### src/rtl/seq_alu.sv
// Registered accumulator ALU with a start/busy/done handshake.
// Single-cycle ops complete on the accept edge; multiply runs as a WIDTH-step shift-add.
module seq_alu #(
    parameter int WIDTH  = 8,
    parameter int MUL_EN = 1
) (
    input  logic             clk,
    input  logic             rst_n,
    input  logic             start,
    input  logic [WIDTH-1:0] AC,
    input  logic [WIDTH-1:0] DR,
    input  logic [2:0]       selector,
    output logic             busy,
    output logic             done,
    output logic [WIDTH-1:0] result,
    output logic             E,
    output logic             Z
);

    localparam int CW = $clog2(WIDTH) + 1;

    localparam logic S_IDLE = 1'b0;
    localparam logic S_MUL  = 1'b1;

    localparam logic [2:0] OP_ADD = 3'b000;
    localparam logic [2:0] OP_SUB = 3'b001;
    localparam logic [2:0] OP_XOR = 3'b010;
    localparam logic [2:0] OP_DBL = 3'b011;
    localparam logic [2:0] OP_MUL = 3'b100;
    localparam logic [2:0] OP_CMP = 3'b110;

    logic                 r_state;
    logic                 r_busy;
    logic                 r_done;
    logic [WIDTH-1:0]     r_result;
    logic                 r_e;
    logic                 r_z;
    logic [2*WIDTH-1:0]   r_acc;
    logic [2*WIDTH-1:0]   r_mcand;
    logic [WIDTH-1:0]     r_mplier;
    logic [CW-1:0]        r_cnt;

    logic [WIDTH:0]       w_sum;
    logic [WIDTH:0]       w_diff;
    logic [WIDTH-1:0]     w_res;
    logic                 w_e;
    logic                 w_is_mul;
    logic                 w_last;
    logic [2*WIDTH-1:0]   w_acc_next;

    assign w_sum      = {1'b0, AC} + {1'b0, DR};
    assign w_diff     = {1'b0, AC} + {1'b0, ~DR} + (WIDTH+1)'(1);
    assign w_is_mul   = (selector == OP_MUL) && (MUL_EN != 0);
    assign w_last     = (r_cnt == CW'(WIDTH - 1));
    assign w_acc_next = r_acc + (r_mplier[0] ? r_mcand : '0);

    // NOTE: default every output first so no path through the case infers a latch.
    always_comb begin
        w_res = '0;
        w_e   = 1'b0;
        case (selector)
            OP_ADD: begin
                w_res = w_sum[WIDTH-1:0];
                w_e   = w_sum[WIDTH];
            end
            OP_SUB: begin
                w_res = w_diff[WIDTH-1:0];
                w_e   = w_diff[WIDTH];
            end
            OP_XOR: w_res = AC ^ DR;
            OP_DBL: begin
                w_res = {AC[WIDTH-2:0], 1'b0};
                w_e   = AC[WIDTH-1];
            end
            OP_CMP: w_res = ~AC;
            default: begin
                w_res = '0;
                w_e   = 1'b0;
            end
        endcase
    end

    // NOTE: non-blocking assignments keep every register sampling pre-edge values.
    always_ff @(posedge clk or negedge rst_n) begin
        if (!rst_n) begin
            r_state  <= S_IDLE;
            r_busy   <= 1'b0;
            r_done   <= 1'b0;
            r_result <= '0;
            r_e      <= 1'b0;
            r_z      <= 1'b0;
            r_acc    <= '0;
            r_mcand  <= '0;
            r_mplier <= '0;
            r_cnt    <= '0;
        end else begin
            r_done <= 1'b0;
            if (r_state == S_IDLE) begin
                if (start) begin
                    if (w_is_mul) begin
                        r_state  <= S_MUL;
                        r_busy   <= 1'b1;
                        r_acc    <= '0;
                        r_mcand  <= {{WIDTH{1'b0}}, AC};
                        r_mplier <= DR;
                        r_cnt    <= '0;
                    end else begin
                        r_result <= w_res;
                        r_e      <= w_e;
                        r_z      <= (w_res == '0);
                        r_done   <= 1'b1;
                    end
                end
            end else begin
                // Multiplier consumed LSB-first; multiplicand shifts up to stay aligned.
                r_acc    <= w_acc_next;
                r_mcand  <= r_mcand << 1;
                r_mplier <= r_mplier >> 1;
                r_cnt    <= r_cnt + CW'(1);
                if (w_last) begin
                    r_result <= w_acc_next[WIDTH-1:0];
                    r_e      <= |w_acc_next[2*WIDTH-1:WIDTH];
                    r_z      <= (w_acc_next[WIDTH-1:0] == '0);
                    r_busy   <= 1'b0;
                    r_done   <= 1'b1;
                    r_state  <= S_IDLE;
                end
            end
        end
    end

    assign busy   = r_busy;
    assign done   = r_done;
    assign result = r_result;
    assign E      = r_e;
    assign Z      = r_z;

endmodule

### config.mk
export PLATFORM = sky130hd
export DESIGN_NAME = seq_alu
export DESIGN_NICKNAME = d
export VERILOG_FILES = /design/src/rtl/seq_alu.sv
export SDC_FILE = /design/constraint.sdc
export NUM_CORES = 1
export LEC_CHECK = 0
export BUFFER_PORTS_ARGS = -buffer_cell sky130_fd_sc_hd__buf_2
export CORE_ASPECT_RATIO = 1.75
export CORE_MARGIN = 5
export CORE_UTILIZATION = 50
export DETAILED_ROUTE_END_ITERATION = 10
export PLACE_DENSITY = 0.68
export SKIP_CTS_REPAIR_TIMING = 1
export SLEW_MARGIN = 0
export SYNTH_ARGS = -nofsm -noshare
export SYNTH_HDL_FRONTEND = slang
export SYNTH_SLANG_ARGS = --single-unit
### constraint.sdc
create_clock -name clk -period 5.5 [get_ports clk]
set_input_delay 0.825 -clock clk [delete_from_list [all_inputs] [get_ports clk]]
set_output_delay 0.825 -clock clk [all_outputs]
set_load 0.05 [all_outputs]
==> results.ini, run 1 <==
[timing]
slew_violations=0
grt_setup_unrepaired=false
max_clk_rate_mhz=319.6
setup_viol=0
setup-tns-final_ns=0
fin_crit_ns=3.129
final_min_period_over_clock_period_pct=56.89
timing.clock.skew_ns=0.006245
count_of_endpoints_failing_hold_in_the_final_timing_report=0
max_transition_margin_pct=50.41
timing_worst_slew_pin_value_ns=0.7438

[grt]
number_of_antenna_violations_at_the_first_check_in_global_routing=0
gr-usage-all-layers_pct=21.80
globalRouteOverflowTotal=0
first_global_vias=3714
grt_max_degree=86
grt_pass1_wl_mm=17.35

[route]
finalWirelength_mm=10.74
vias=3694
drc=0
first_pass_iters=5
dr.first_iter.drc_count=144
drt-wirelength-per-cell_um=17.01
drtAntennaViolNets=0
routed_via_density=5.854

[die]
floorplan.io_pins=34
die_area_um2=10350
chipHeight_um=130.9
placementRows=44
core_um2=8258
initial_core_util_pct=50.56
die_w_um=79.08

[setup_path]
crit_path_start_kind=register
critical_path.endpoint_type=register
timing.setup.critical_path_class=register to register
worst-endpoint-required_ns=5.69
critical_path.reg2reg.startpoint=r_mplier[0]
crit_fanout=17
critPathMaxStageDelay_ns=0.56
cp_cell_sequence=and2_1, ha_1, fa_1, a211oi_1, o21ai_1, a41oi_1, a211oi_1, o21ai_0, nand2b_1, xnor2_1, o21ai_0
worst_setup_path_startpoint=r_mplier[0]
timing.critical_path.arrival_ns=3.32
cp_slowest_cell=dfrtp_1

[synth]
synth-simple-area-share_pct=20.44
synth_cell_types=57
synth-seq-cells=57
synth_sequential_area_ratio_pct=34.16
yosysWarnings=0
synth_adder_area_share_pct=11.33
dominantRegCellSynth=dfrtp_1
synth_edf_count=0
post_synth_instance_area_um2=4175
synth_compound_area_share_pct=22.06
synth_xor_area_share_pct=4.195
largest_family_of_logic_cells_by_synthesized_area=compound AO/OA/AOI/OAI gates
synth.net_count=573
syn-instance-count=515
async_set_reset_flop_share_out_of_synthesis_pct=100.0
post_synth_mux_area_share_pct=3.147
synthesis.area_per_instance_um2=8.107

[cells_and_area]
share_of_post_route_cells_with_drive_strength_above_1_pct=11.50
diodes=0
finish.cell_count_without_fillers=631
fill_cells=766
multi_input_comb_area_um2=2554
flow.area_growth_from_synthesis_pct=12.32
final_nets=592
ff_latch_area_um2=1428

[cts]
cts_buffer_depth=2
clk_latency_ns=0.33
cts_max_level=3
cts-root-buf=clkbuf_16
clock_sinks=57
cts-buffers-inserted=9
clk_pin_slew_worst_paths_ns=0.05
tritoncts=yes

[pwr]
static_leakage_nw=2.171
power.density_cell_area_nw_per_um2=476.4
vdd.ir_drop.worst_uv=242.2

[placement]
dp_hpwl_mm=8.068
finalWeightedCongestion=1.021
post-place-cells=615
io_buffer_count=33

[worst_hold_path]
worst_hold_path_type=register to register
hp-start=r_mplier[1]

[flow_run]
cap_violations=0

[run_status]
run_status=finished, final reports clean

==> per-stage QoR <==
| stage | utilization [%] | power (W) | cell area [µm²] | hold slack (ns) | setup slack, ns |
|---|---|---|---|---|---|
| after floorplan | - | 0.001390 | 4175 | 0.4524 | 2.478 |
| after global placement | 52.79 | 0.001605 | 4359 | 0.4657 | 2.166 |
| after detailed placement | 52.79 | 0.001632 | 4359 | 0.4724 | 2.048 |
| after CTS | 56.79 | 0.002251 | 4690 | 0.4842 | 2.345 |
| after global routing | 56.79 | 0.002374 | 4690 | 0.5155 | 2.094 |
| final | 56.79 | 0.002234 | 4690 | 0.4824 | 2.371 |
==> synthesized netlist by cell type, drive strengths merged, types with 2 or more instances <==
master / number / area share, %
nand2: 99 / 8.9
nor3: 9 / 1.1
dfrtp: 57 / 34
nor2b: 4 / 0.60
nand3b: 2 / 0.36
xor2: 9 / 1.9
a311oi: 2 / 0.42
buf: 7 / 0.99
a22o: 2 / 0.42
o21a: 2 / 0.36
nor3b: 2 / 0.36
a21o: 6 / 1.1
nand3: 10 / 1.2
clkbuf: 21 / 1.9
a31oi: 4 / 0.75
mux2i: 12 / 2.9
nand2b: 5 / 0.75
and2: 15 / 2.2
nor2: 32 / 2.9
xnor2: 11 / 2.3
inv: 19 / 1.7
nor4: 3 / 0.60
fa: 3 / 1.4
a21oi: 40 / 4.9
o21bai: 5 / 0.90
or3: 2 / 0.30
ha: 33 / 9.9
a211oi: 8 / 1.7
o22ai: 9 / 1.3
o31ai: 5 / 0.90
o21ai: 55 / 6.6
a2111oi: 2 / 0.45
and3: 2 / 0.30
a31o: 2 / 0.42
o211ai: 2 / 0.36
nand4: 2 / 0.30
==> path summary, 6_finish.rpt <==
| path | to | slack, ns | cells past startpoint |
|---|---|---|---|
| max | r_acc[14] | 2.37 | 11 |
| min | r_mplier[0] | 0.48 | 2 |
| max reg2reg | r_acc[14] | 2.37 | 11 |
| min reg2reg | r_mplier[0] | 0.48 | 2 |
| max in group asynchronous | r_state | 4.31 | 2 |
| min in group asynchronous | result[1] | 0.63 | 2 |
==> cells by family after synthesis <==
| family | Yosys count |
|---|---|
| XOR/XNOR | 20 |
| flip-flops | 57 |
| multiplexers | 13 |
| buffers and inverters | 48 |
| adder cells (fa/ha/maj) | 36 |
| AND/OR/NAND/NOR | 190 |
| AO/OA/AOI/OAI | 151 |
==> power breakdown <==
group | leakage (nW) | switching [W] | total, W | internal [W]
sequential | 0.747 | 0.000123 | 0.000712 | 0.000589
clock | 0.162 | 0.000191 | 0.000610 | 0.000419
combinational | 1.26 | 0.000616 | 0.000912 | 0.000297
==> layout by cell type (no fill, tap or decap), drive strengths merged, types with 3 or more instances in the layout <==
| cell type | n |
|---|---|
| nand2 | 99 |
| xnor2 | 11 |
| o21bai | 5 |
| clkbuf | 11 |
| nand2b | 5 |
| buf | 36 |
| nor2 | 32 |
| ha | 33 |
| dfrtp | 57 |
| a31oi | 4 |
| a211oi | 8 |
| xor2 | 9 |
| nor3 | 9 |
| o21ai | 55 |
| nand3 | 10 |
| a21oi | 40 |
| o31ai | 5 |
| inv | 19 |
| and2 | 15 |
| fa | 3 |
| nor2b | 4 |
| mux2i | 12 |
| a21o | 6 |
| nor4 | 3 |
| o22ai | 9 |
| clkinv | 3 |
==> routing by layer <==
metal | wire [µm] | global-route usage [%] | up-vias
met3 | 297 | 3.086 | 29
met5 | 0 | 0 | -
met2 | 5813 | 40.76 | 73
met4 | 651 | 16.09 | 0
li1 | - | - | 1839
met1 | 3974 | 21.40 | 1753
==> final cells by class <==
cell class / instances / share of cell area [%]
sequential: 57 / 30.44
tap: 92 / 2.455
clock inverter: 5 / 1.654
inverter: 20 / 1.601
multi-input combinational: 410 / 54.46
timing repair buffer: 36 / 4.002
clock buffer: 11 / 5.390
==> worst max-delay path, delay by kind of cell, from the launching register on <==
| family | cells | cell delay [ns] |
|---|---|---|
| compound gates | 6 | 1.24 |
| fa+ha+maj | 2 | 0.66 |
| flops | 1 | 0.56 |
| simple gates | 2 | 0.33 |
| xor+xnor | 1 | 0.21 |
==> state kept, by name, indices dropped and copies added, names as in the netlist <==
| signal | cells |
|---|---|
| E | 1 |
| busy | 1 |
| r_mcand | 16 |
| done | 1 |
| r_mplier | 8 |
| r_acc | 16 |
| r_cnt | 4 |
| result | 8 |
| Z | 1 |
| r_state | 1 |
Power figures use the tool's default switching activity.
==> run 2: changes to the inputs <==
Settings changed: ABC_AREA set to 1.
Clock period 5.5 ns to 3.1 ns, I/O delays scaled along.
==> run 2 against run 1 <==
Non-clock buffer count increased by 1. Die area increased by 7.6%. Global-route usage increased by 2.8 points. First-iteration DRC count increased by 30%. Sequential share of layout area decreased by 2.3 points. Worst hold slack got worse by 0.25 ns. Wire length increased by 17%. Fmax increased by 23%. Synthesized cell count increased by 33%. Highest routed layer unchanged.
==> results.ini, run 2 <==
[route]
drtAntennaViolNets=0  ; unchanged
drt-wirelength-per-cell_um=15.10  ; -11%
finalWirelength_mm=12.61  ; +17%
vias=4381  ; +19%
dr.first_iter.drc_count=187  ; +30%
drc=0  ; unchanged
first_pass_iters=6  ; +1
routed_via_density=5.247  ; -10%

[timing]
final_min_period_over_clock_period_pct=82.23  ; +25 points
timing_worst_slew_pin_value_ns=0.8077  ; +0.06381 ns
slew_violations=0  ; unchanged
setup_viol=0  ; unchanged
timing.clock.skew_ns=0.008029  ; +0.001783 ns
setup-tns-final_ns=0  ; unchanged
max_transition_margin_pct=46.16  ; -4.3 points
max_clk_rate_mhz=392.3  ; +23%
fin_crit_ns=2.549  ; -0.5799 ns
grt_setup_unrepaired=false
final_critical_path_setup_slack_ns=0.5508  ; -1.820 ns
count_of_endpoints_failing_hold_in_the_final_timing_report=0  ; unchanged

[placement]
place_ws_ns=0.5755  ; -1.472 ns
io_buffer_count=33  ; unchanged
finalWeightedCongestion=0.9447  ; -7.4%
dp_hpwl_mm=10.23  ; +27%

[cts]
clock_sinks=57  ; unchanged
clk_latency_ns=0.32  ; about the same
cts-buffers-inserted=9  ; unchanged
tritoncts=yes
cts_max_level=3  ; unchanged
clk_pin_slew_worst_paths_ns=0.05  ; about the same
cts-root-buf=clkbuf_16
cts_buffer_depth=2  ; unchanged

[synth]
synth_cell_types=34  ; -40%
most_frequent_cell_after_synthesis=nand2_1
synth-simple-area-share_pct=32.81  ; +12 points
post_synth_instance_area_um2=4531  ; +8.5%
synth_compound_area_share_pct=12.23  ; -9.8 points
synthesis.area_per_instance_um2=6.614  ; -18%
synth_edf_count=0  ; unchanged
yosysWarnings=0  ; unchanged
syn-instance-count=685  ; +33%
synth_largest_type_area_fraction_pct=31.48  ; -2.7 points
synth.net_count=743  ; +30%
synth_xor_area_share_pct=1.933  ; -2.3 points
dominantRegCellSynth=dfrtp_1
async_set_reset_flop_share_out_of_synthesis_pct=100.0  ; unchanged
synth_area_leaders=dfrtp_1 (31%), nand2_1 (19%), ha_1 (9.1%)
largest_family_of_logic_cells_by_synthesized_area=simple AND/OR/NAND/NOR gates
synth_sequential_area_ratio_pct=31.48  ; -2.7 points
synth_largest_area_cell=dfrtp_1
synth-seq-cells=57  ; unchanged
post_synth_mux_area_share_pct=0  ; -3.1 points
synth_commonest_cells=nand2_1 (224), inv_1 (103), nor2_1 (65)
synth_adder_area_share_pct=10.44  ; -0.89 points

[grt]
grt_pass1_wl_mm=20.91  ; +21%
globalRouteOverflowTotal=0  ; unchanged
first_global_vias=4534  ; +22%
grt_max_degree=37  ; -57%
gr-usage-all-layers_pct=24.57  ; +2.8 points
number_of_antenna_violations_at_the_first_check_in_global_routing=0  ; unchanged

[cells_and_area]
layout_commonest_cell=nand2_1
final_nets=770  ; +30%
flow.area_growth_from_synthesis_pct=11.90
share_of_post_route_cells_with_drive_strength_above_1_pct=8.112  ; -3.4 points
diodes=0  ; unchanged
leading_cell_types_in_the_layout_fill_and_taps_excluded=nand2_1 (224), inv_1 (103), nor2_1 (65)
biggestRegsByFlops=r_acc: 16 flops, r_mcand: 16 flops

[die]
die_w_um=81.96  ; +3.6%
floorplan.io_pins=34  ; unchanged
die_area_um2=11140  ; +7.6%
core_um2=8979  ; +8.7%
initial_core_util_pct=50.46  ; -0.10 points
chipHeight_um=135.9  ; +3.9%
placementRows=46  ; +4.5%

[setup_path]
worst-r2r-cell-count=13  ; +2
crit_fanout=17  ; unchanged
timing.setup.critical_path_class=register to register
worst-endpoint-required_ns=3.34  ; -2.35 ns
cp.depth=13  ; +2
cp_cell_sequence=nand2_1, inv_1, ha_1, fa_1, inv_1, nand2_1, nor3_1, nand2_1, nor2_1, nand3_1, nor2_1, nor2_1, a21oi_1
timing.critical_path.arrival_ns=2.79  ; -0.53 ns
cp_slowest_cell=dfrtp_1
crit_path_start_kind=register
critPathTopFamily=simple AND/OR/NAND/NOR gates
critPathMaxStageDelay_ns=0.65  ; +0.09 ns
critical_path.endpoint_type=register
timing.critical_path.buf_inv=2  ; +2

[flow_run]
cap_violations=0  ; unchanged

[run_status]
run_status=finished, final reports clean

[pwr]
static_leakage_nw=2.860  ; +32%
vdd.ir_drop.worst_uv=373.2  ; +54%
power.density_cell_area_nw_per_um2=1022  ; +110%

[worst_hold_path]
worst_hold_path_type=input pin to async pin

run 2: kinds of logic (layout without fill, tap and decap cells):
kind of cell    Yosys count  count (layout)
compound gates           93              93
simple gates            362             362
flops                    57              57
xor+xnor                 10              10
fa+ha+maj                36              36
buf+inv                 127             157
run 2: stage by stage:
stage | power (W) | hold slack [ns] | instances | instance area, µm² | util [%]
final | 0.005181 | 0.2324 | 835 | 5070 | 56.47
after detailed placement | 0.004173 | 0.4606 | 821 | 4771 | 53.14
after global routing | 0.005630 | 0.3065 | 835 | 5070 | 56.47
after global placement | 0.004103 | 0.4614 | 821 | 4771 | 53.14
after floorplan | 0.003492 | 0.1694 | 685 | 4531 | -
after CTS | 0.005200 | 0.2465 | 835 | 5070 | 56.47
run 2: path summary, 6_finish.rpt:
path / start / endpoint / slack (ns)
min in group clk: DR[5] / r_mplier[5] / 0.43
max: r_mplier[0] / Z / 0.55
max in group asynchronous: rst_n / r_mcand[12] / 2.16
min: rst_n / r_acc[0] / 0.23
max reg2reg: r_mplier[0] / Z / 0.55
min reg2reg: result[1] / result[1] / 0.47
run 2: cell type report:
class	instances	area, µm²
clock buffers	10	229.0
clock inverters	4	70.07
fillers	942	3909
inverters	106	397.9
multi-input cells	501	2601
flip-flops and latches	57	1426
well taps	120	150.1
repair buffers	37	195.2
run 2: routing by layer:
metal	up-vias	global-route usage [%]	part of all wire [%]
li1	2219	-	-
met5	-	0	0
met1	2051	25.13	37
met4	0	14.79	5.4
met3	32	2.653	2.2
met2	79	45.81	55
run 2: power by group:
group,switching [W],internal [W]
registers,0.000262,0.00110
logic,0.00189,0.000920
clock network,0.000312,0.000689
total,0.00247,0.00271
==> run 3: changes to the inputs <==
Settings changed: PLACE_DENSITY 0.68 to 0.71.
Clock period 3.1 ns to 2.1 ns, I/O delays scaled along.
==> run 3 against run 2 <==
The run now ends with hold timing, setup timing left. Sequential power increased by 50%. Combinational power increased by 110%. Highest routed layer unchanged. Critical path type unchanged. Wire length increased by 7.6%. Clock skew decreased by 0.0014 ns. Largest power group unchanged. Cell count increased by 6.3%.
==> results.ini, run 3 (same netlist as run 2, synthesis figures left out) <==
[route]
dr.first_iter.drc_count=184  ; -1.6%
drtAntennaViolNets=0  ; unchanged
finalWirelength_mm=13.56  ; +7.6%
detailroute.wirelength.met3_um=348  ; +24%
drc=0  ; unchanged
first_pass_iters=4  ; -2
wl_met2_mm=7.509  ; +8.1%
drt-wirelength-per-cell_um=15.27  ; +1.1%
wirelength_met1_mm=4.818  ; +2.5%
highest_layer=met4
routed_via_density=5.328  ; +1.5%
vias=4731  ; +8.0%

[cts]
clk_pin_slew_worst_paths_ns=0.05  ; about the same
cts-root-buf=clkbuf_16
clock_sinks=57  ; unchanged
cts_buffer_depth=2  ; unchanged
tritoncts=yes
cts-buffers-inserted=9  ; unchanged
cts_max_level=3  ; unchanged
clk_latency_ns=0.32  ; about the same

[placement]
place_ws_ns=-0.2692  ; -0.8447 ns
finalWeightedCongestion=0.9592  ; +1.5%
io_buffer_count=33  ; unchanged
post-place-cells=871  ; +6.1%
placedInstanceArea_um2=5209  ; +9.2%
dp_hpwl_mm=10.67  ; +4.3%

[die]
chipHeight_um=135.9  ; unchanged
placementRows=46  ; unchanged
floorplan.io_pins=34  ; unchanged
die_w_um=81.96  ; unchanged
core_um2=8979  ; unchanged
initial_core_util_pct=50.46  ; unchanged
die_area_um2=11140  ; unchanged

[cells_and_area]
diodes=0  ; unchanged
layout_commonest_cell=nand2_1
share_of_post_route_cells_with_drive_strength_above_1_pct=22.79  ; +15 points
biggestRegsByFlops=r_acc: 16 flops, r_mcand: 16 flops
layout.cell_area.non_filler_um2=5896  ; +16%
flow.area_growth_from_synthesis_pct=30.13
final_nets=821  ; +6.6%
finish.cell_count_without_fillers=888  ; +6.3%
leading_cell_types_in_the_layout_fill_and_taps_excluded=nand2_1 (207), inv_1 (99), nor2_1 (58)
fill_cells=820  ; -13%

[timing]
grt_setup_unrepaired=true
count_of_endpoints_failing_hold_in_the_final_timing_report=28  ; +28
final_min_period_over_clock_period_pct=104.5  ; +22 points
fin_crit_ns=2.194  ; -0.3554 ns
slew_violations=0  ; unchanged
timing_worst_slew_pin_value_ns=0.6759  ; -0.1318 ns
max_transition_margin_pct=54.84  ; +8.7 points
fin_worst_hold_slack_ns=-0.02354  ; -0.2560 ns
setup-tns-final_ns=-0.1618  ; -0.1618 ns
setup_viol=2  ; +2
final_critical_path_setup_slack_ns=-0.09381  ; -0.6446 ns
timing.clock.skew_ns=0.006582  ; -0.001447 ns
max_clk_rate_mhz=455.8  ; +16%

[run_status]
failed_checks=hold timing, setup timing
run_status=finished, violations left

[pwr]
p_sw_w=0.004335  ; +76%
vdd.ir_drop.worst_uv=667.4  ; +79%
share_seq_of_total_power_pct=21.9  ; -4.5 points
pwr-share-comb_pct=62.6  ; +8.3 points
power.density_cell_area_nw_per_um2=1589  ; +55%
clock_power_share_pct=15.4  ; -3.9 points
switching_share_pct=46.29  ; -1.3 points
static_leakage_nw=3.178  ; +11%
fin_total_pwr_w=0.009366  ; +81%
internal_power_w=0.005031  ; +85%

[setup_path]
critPathTopFamily=simple AND/OR/NAND/NOR gates
crit_path_start_kind=register
timing.critical_path.buf_inv=4  ; +2
cp_slowest_cell=dfrtp_2
worst-endpoint-required_ns=2.31  ; -1.03 ns
critPathMaxStageDelay_ns=0.46  ; -0.19 ns
cp_cell_sequence=buf_6, nand2_1, inv_1, ha_4, nand2_1, nand2_1, buf_4, nand2_1, nand2_1, inv_1, nand2_1, nand2_1, nand2_1, nand3_1, nor2_1, nand2_1, nand2_1, a21oi_1
crit_fanout=5  ; -12
critical_path.endpoint_type=register
timing.critical_path.arrival_ns=2.40  ; -0.39 ns
most_used_cell_along_the_critical_path=nand2_1
timing.setup.critical_path_class=register to register

[grt]
grt_pass1_wl_mm=21.74  ; +4.0%
first_global_vias=4630  ; +2.1%
globalRouteOverflowTotal=0  ; unchanged
gr-usage-all-layers_pct=25.73  ; +1.2 points
grt_max_degree=58  ; +57%
number_of_antenna_violations_at_the_first_check_in_global_routing=0  ; unchanged

[worst_hold_path]
worst_hold_path_type=input pin to async pin

[flow_run]
cap_violations=0  ; unchanged

## run 3: final cells by class
cell class	instances	area, µm²	area share, %
multi-input cells	501	2969	50.36
flip-flops and latches	57	1428	24.21
repair buffers	88	644.4	10.93
inverters	106	397.9	6.749
clock buffers	10	239.0	4.053
well taps	120	150.1	2.547
clock inverters	6	67.56	1.146
## run 3: power by group through the flow
stage / sequential (W) / clock [W] / combinational [W]
2_1_floorplan: 0.00224 / 0 / 0.00292
3_3_place_gp: 0.00197 / 0 / 0.00486
3_5_place_dp: 0.00199 / 0 / 0.00494
4_1_cts: 0.00198 / 0.00147 / 0.00500
5_1_grt: 0.00211 / 0.00152 / 0.00647
6_report: 0.00205 / 0.00145 / 0.00587
## run 3: path summary, 6_finish.rpt
check,from,endpoint,slack [ns],cells after the start
setup / recovery,r_mplier[0],E,-0.09,18
hold / removal,rst_n,result[3],-0.02,2
setup reg to reg,r_mplier[0],E,-0.09,18
hold reg to reg,result[0],result[0],0.49,2
max in group asynchronous,rst_n,r_mplier[0],1.86,2
min in group clk,DR[6],r_mplier[6],0.29,3
## run 3: per-layer routing
metal,GRT usage [%],vias up
met5,0,-
met4,16.91,0
met3,2.918,52
met2,47.79,114
met1,25.75,2227
li1,-,2338
## run 3: stage by stage
| step | util [%] | hold slack, ns |
|---|---|---|
| after global routing | 65.66 | 0.004282 |
| after CTS | 61.43 | -0.01291 |
| after floorplan | - | 0.01941 |
| final | 65.66 | -0.02354 |
| after global placement | 58.01 | 0.3270 |
| after detailed placement | 58.01 | 0.3310 |
